**src/rtl/chacha_stream_xor.sv**
```systemverilog
// ChaCha keystream consumer: XORs 512-bit keystream blocks onto a 32-bit word stream.
// One block is requested per 16 words; a single output register gives 1-cycle latency at full rate.
module chacha_stream_xor #(
  parameter int WORD_COUNT = 16
) (
  input  logic                     clk_i,
  input  logic                     rst_ni,
  input  logic                     start_i,
  input  logic [31:0]              counter_init_i,
  output logic                     ks_req_o,
  output logic [31:0]              ks_counter_o,
  input  logic                     ks_valid_i,
  input  logic [WORD_COUNT*32-1:0] keystream_i,
  input  logic                     din_valid_i,
  output logic                     din_ready_o,
  input  logic [31:0]              din_i,
  input  logic [3:0]               din_keep_i,
  input  logic                     din_last_i,
  output logic                     dout_valid_o,
  input  logic                     dout_ready_i,
  output logic [31:0]              dout_o,
  output logic [3:0]               dout_keep_o,
  output logic                     dout_last_o,
  output logic                     busy_o,
  output logic                     err_o
);

  localparam int IDX_W = $clog2(WORD_COUNT);

  typedef enum logic [1:0] {IDLE, FETCH, STREAM, ERR} state_e;

  state_e                  state_q, state_d;
  logic [WORD_COUNT*32-1:0] ks_buf_q, ks_buf_d;
  logic [IDX_W-1:0]        idx_q, idx_d;
  logic [31:0]             ks_ctr_q, ks_ctr_d;
  logic [31:0]             dout_q, dout_d;
  logic [3:0]              keep_q, keep_d;
  logic                    last_q, last_d;
  logic                    dvld_q, dvld_d;
  logic                    err_q, err_d;

  logic                    din_rdy;
  logic                    din_acc;
  logic                    dout_hs;
  logic [IDX_W+4:0]        ks_sel;
  logic [31:0]             ks_word;
  logic [31:0]             byte_mask;

  assign din_rdy = (state_q == STREAM) && (!dvld_q || dout_ready_i);
  assign din_acc = din_valid_i && din_rdy;
  assign dout_hs = dvld_q && dout_ready_i;

  // RFC word 0 sits in the top 32 bits, so word idx starts at bit (15-idx)*32.
  assign ks_sel    = {~idx_q, 5'b0};
  assign ks_word   = ks_buf_q[ks_sel +: 32];
  assign byte_mask = {{8{din_keep_i[3]}}, {8{din_keep_i[2]}},
                      {8{din_keep_i[1]}}, {8{din_keep_i[0]}}};

  always_comb begin
    state_d  = state_q;
    ks_buf_d = ks_buf_q;
    idx_d    = idx_q;
    ks_ctr_d = ks_ctr_q;
    dout_d   = dout_q;
    keep_d   = keep_q;
    last_d   = last_q;
    dvld_d   = dvld_q;
    err_d    = err_q;

    case (state_q)
      IDLE, ERR: begin
        if (start_i) begin
          state_d  = FETCH;
          ks_ctr_d = counter_init_i;
          err_d    = 1'b0;
        end
      end
      FETCH: begin
        if (ks_valid_i) begin
          ks_buf_d = keystream_i;
          idx_d    = '0;
          state_d  = STREAM;
        end
      end
      STREAM: begin
        if (din_acc) begin
          if (din_last_i) begin
            state_d = IDLE;
          end else if (idx_q == IDX_W'(WORD_COUNT - 1)) begin
            idx_d = '0;
            // Block counter never wraps: a wrap would reuse keystream.
            if (ks_ctr_q == 32'hFFFF_FFFF) begin
              state_d = ERR;
              err_d   = 1'b1;
            end else begin
              ks_ctr_d = ks_ctr_q + 32'd1;
              state_d  = FETCH;
            end
          end else begin
            idx_d = idx_q + 1'b1;
          end
        end
      end
      default: state_d = IDLE;
    endcase

    if (din_acc) begin
      dout_d = (din_i ^ ks_word) & byte_mask;
      keep_d = din_keep_i;
      last_d = din_last_i;
      dvld_d = 1'b1;
    end else if (dout_hs) begin
      dvld_d = 1'b0;
    end
  end

  always_ff @(posedge clk_i or negedge rst_ni) begin
    if (!rst_ni) begin
      state_q  <= IDLE;
      ks_buf_q <= '0;
      idx_q    <= '0;
      ks_ctr_q <= '0;
      dout_q   <= '0;
      keep_q   <= '0;
      last_q   <= 1'b0;
      dvld_q   <= 1'b0;
      err_q    <= 1'b0;
    end else begin
      state_q  <= state_d;
      ks_buf_q <= ks_buf_d;
      idx_q    <= idx_d;
      ks_ctr_q <= ks_ctr_d;
      dout_q   <= dout_d;
      keep_q   <= keep_d;
      last_q   <= last_d;
      dvld_q   <= dvld_d;
      err_q    <= err_d;
    end
  end

  assign ks_req_o     = (state_q == FETCH);
  assign ks_counter_o = ks_ctr_q;
  assign din_ready_o  = din_rdy;
  assign dout_valid_o = dvld_q;
  assign dout_o       = dout_q;
  assign dout_keep_o  = keep_q;
  assign dout_last_o  = last_q;
  assign busy_o       = (state_q != IDLE) || dvld_q;
  assign err_o        = err_q;

endmodule

```
**config.mk**
```make
export PLATFORM = sky130hd
export DESIGN_NAME = chacha_stream_xor
export DESIGN_NICKNAME = d
export VERILOG_FILES = /design/src/rtl/chacha_stream_xor.sv
export SDC_FILE = /design/constraint.sdc
export NUM_CORES = 1
export LEC_CHECK = 0
export ABC_CLOCK_PERIOD_IN_PS = 2380
export CAP_MARGIN = 40
export CORE_AREA = 3 3 259 261
export CTS_CLUSTER_DIAMETER = 50
export DETAILED_ROUTE_END_ITERATION = 10
export DIE_AREA = 0 0 262 264
export PLACE_DENSITY = 0.69
export SYNTH_ARGS = -nofsm -noshare
export SYNTH_HDL_FRONTEND = slang
export SYNTH_SLANG_ARGS = --single-unit
```
**constraint.sdc**
```tcl
create_clock -name clk_i -period 2.38 [get_ports clk_i]
set_input_delay 0.476 -clock clk_i [delete_from_list [all_inputs] [get_ports clk_i]]
set_output_delay 0.476 -clock clk_i [all_outputs]
set_load 0.005 [all_outputs]
```
==> results.yml <==
drt:
  wl_per_cell_um: 27.40
  routed_via_density: 5.574
  finalWirelength_mm: 95.59
  dr.first_iter.drc_count: 1488
  drcViolationCount: 0
  detail-route-antenna-nets: 0
  vias: 19450
  drt_pass1_iterations: 5
sta:
  fmax_mhz: 426.5
  hold_viol: 0
  max-slew-margin-rel: 0.5752
  rsz0062_at_grt: "true"
  worst_pin_slew_ns: 0.6372
  setup_viol: 0
  slew_violations: 0
  period_minus_slack_ns: 2.344
  clock_skew_ns: 0.03165
  fin_crit_sh: 0.9851
  whs_ns: 0.3514
floorplanning:
  pin_count: 661
  die_x_um: 262
  die-area_um2: 69170
  coreArea_um2: 64700
  rows: 93
  dieHeight_um: 264
  start_util: 0.4190
setup_path:
  arrival_ns: 2.82
  max_stage_delay_ns: 0.54
  crit-reg2reg-launch: "idx_q[0]"
  required_ns: 2.86
  r2r_slack_ns: 0.04
  reg2reg_to: "dout_o[29]"
  cp_slowest_cell: "dfrtp_4"
  setup.worst_path.end_class: "register"
  crit_cells: 8
  path_class: "reg -> reg"
  cp.buffers_inverters: 3
  crit_path_cell_trace: "buf_12 -> buf_6 -> clkbuf_16 -> mux4_2 -> a22o_4 -> a221oi_2 -> xor2_1 -> o21ai_1"
  ff2ff_path_depth: 8
  crit_family: "compound AO/OA/AOI/OAI gates"
  startpoint_type: "register"
  path_max_fanout: 9
synthesis:
  yosysMostFrequentCell: "dfrtp_1"
  yosysSeqAreaShare: 0.5437
  netlist_area_um2: 27110
  async_flop_share: 1.000
  synth_edf_count: 0
  ys.flop_type: "dfrtp_1"
  synth_nets: 2386
  yosysWarnings: 0
  synth_top_area_share: 0.5437
  ys_ff_latch: 589
  post-synth-top-area-cell: "dfrtp_1"
  synth_cell_types: 77
  synth_cells: 1794
  synth_top_cells_by_area: "dfrtp_1, mux2_2, mux4_2, a221oi_2, clkbuf_1"
  synth_commonest_cells: "dfrtp_1, mux2_2, mux4_2, clkbuf_1, nand2_1"
  avgSynthCellArea_um2: 15.11
global_route:
  grt_max_degree: 117
  grt_first_pass_wirelength_mm: 138.1
  grt_remaining_overflow: 0
  grt_usage: 0.2724
  antenna_found_initial: 30
  grt_pass1_vias: 20810
placement:
  placedCellCount: 3309
  dpl_cell_area_um2: 35670
  place.detailed.hpwl_mm: 73.04
  io_buffers: 660
  gp_congestion: 0.9061
power:
  seqPwrFrac: 0.372
  power.leakage_nw: 15.83
  peakVddDrop_v: 0.0007300
  power_mw: 48.42
  power_frac_clock: 0.238
  combPwrFrac: 0.390
  p_sw_frac: 0.3094
  p_sw_mw: 14.98
  internal_power_mw: 33.44
  power.density_nw_per_um2: 1248
cts:
  htree_levels: 3
  ctsLongestPathBuffers: 3
  clk_latency_ns: 0.61
  clkSlewWorstSetupHoldPaths_ns: 0.06
  cts-root-buf: "clkbuf_16"
  cts_tree: "done"
  numCtsBuffers: 75
  clock_sinks: 589
finish:
  drive_gt1_frac: 0.3852
  postLayoutCoreUtil: 0.5997
  syn_to_final_growth_pct: 43.11
  final_nets: 3147
  post-route-cell-area_um2: 38800
  instances_no_fill: 3489
worst_hold_path:
  hp-class: "in -> async"
run:
  cap_violations: 0
run_status:
  status: "complete, no violations"
==> registers in the layout (all words and copies together) (netlist names) <==
register      cells
dout_last_o       1
idx_q             4
ks_counter_o     32
dout_keep_o       4
ks_buf_q        512
dout_o           32
state_q           2
dout_valid_o      1
err_o             1
==> final cells by class <==
class | instances | area [um^2]
multi-input cells | 1070 | 12000
flip-flops and latches | 589 | 14750
fillers | 5002 | 25900
inverters | 9 | 33.78
repair buffers | 810 | 8341
clock inverters | 31 | 362.8
diodes | 20 | 50.05
clock buffers | 105 | 2192
well taps | 855 | 1070
==> worst max-delay path by stage <==
| stage | start | endpoint |
|---|---|---|
| 3_3_place_gp | din_last_i | ks_counter_o[22] |
| 4_1_cts | state_q[1] | busy_o |
| 2_1_floorplan | state_q[0] | ks_counter_o[4] |
| 6_report | idx_q[0] | dout_o[29] |
| 3_5_place_dp | din_last_i | ks_counter_o[4] |
| 5_1_grt | idx_q[0] | dout_o[3] |
==> what timing repair did <==
item / in CTS / in global routing
hold buffers: 1 / 0
cloned: 1 / 2
resized for setup: 15 / 29
buffers inserted: 7 / 13
pin swaps: 1 / 4
endpoints found under the setup margin: 6 / 29
endpoints found under the hold margin: 21 / 0
==> per-stage QoR <==
stage	TNS, ns	setup slack [ns]
3_5_place_dp	-0.2544	-0.09229
6_report	0	0.03553
3_3_place_gp	-0.3830	-0.1061
4_1_cts	-0.05527	-0.05527
2_1_floorplan	0	0.2075
5_1_grt	-0.2647	-0.05580
==> cell usage in the layout, fill, tap and decap left out, drive strengths merged, types with 32 or more instances in the layout <==
master / n
a22o: 32
mux2: 513
clkdlybuf4s50: 657
mux4: 128
nand2: 70
a221oi: 32
o21ai: 44
buf: 147
dfrtp: 589
xor2: 32
clkbuf: 107
==> metal layers <==
layer / routed length [um] / up-vias / part of all wire / global-route usage
met2: 46610 / 789 / 0.49 / 0.4453
met4: 2313 / 26 / 0.024 / 0.07540
met5: 182 / - / 0.0019 / 0
met1: 38550 / 10140 / 0.40 / 0.3580
met3: 7934 / 149 / 0.083 / 0.07439
li1: - / 8349 / - / -
==> power groups by stage <==
stage          clock [mW]  combinational [mW]  sequential [mW]
6_report             11.5                18.9             18.0
5_1_grt              12.2                20.2             18.5
4_1_cts              11.8                18.3             18.0
3_5_place_dp            0                18.1             18.1
3_3_place_gp            0                17.6             17.8
2_1_floorplan           0                12.1             16.9
==> worst register-to-register path: stages, from the launching register on <==
cell and delay (ns):
dfrtp_4 0.54, buf_12 0.19, buf_6 0.12, clkbuf_16 0.15
mux4_2 0.52, a22o_4 0.30, a221oi_2 0.20, xor2_1 0.16
o21ai_1 0.07
==> logic make-up (layout without fill, tap and decap cells) <==
family | Yosys count | after routing | synth area share
xor+xnor | 32 | 32 | 0.01034
flops | 589 | 589 | 0.5437
buf+inv | 135 | 955 | 0.02331
mux | 644 | 644 | 0.3205
fa+ha+maj | 5 | 5 | 0.002308
other cells | 0 | 20 | 0
compound gates | 194 | 194 | 0.06143
simple gates | 195 | 195 | 0.03844
(Power assumes the default switching activity.)
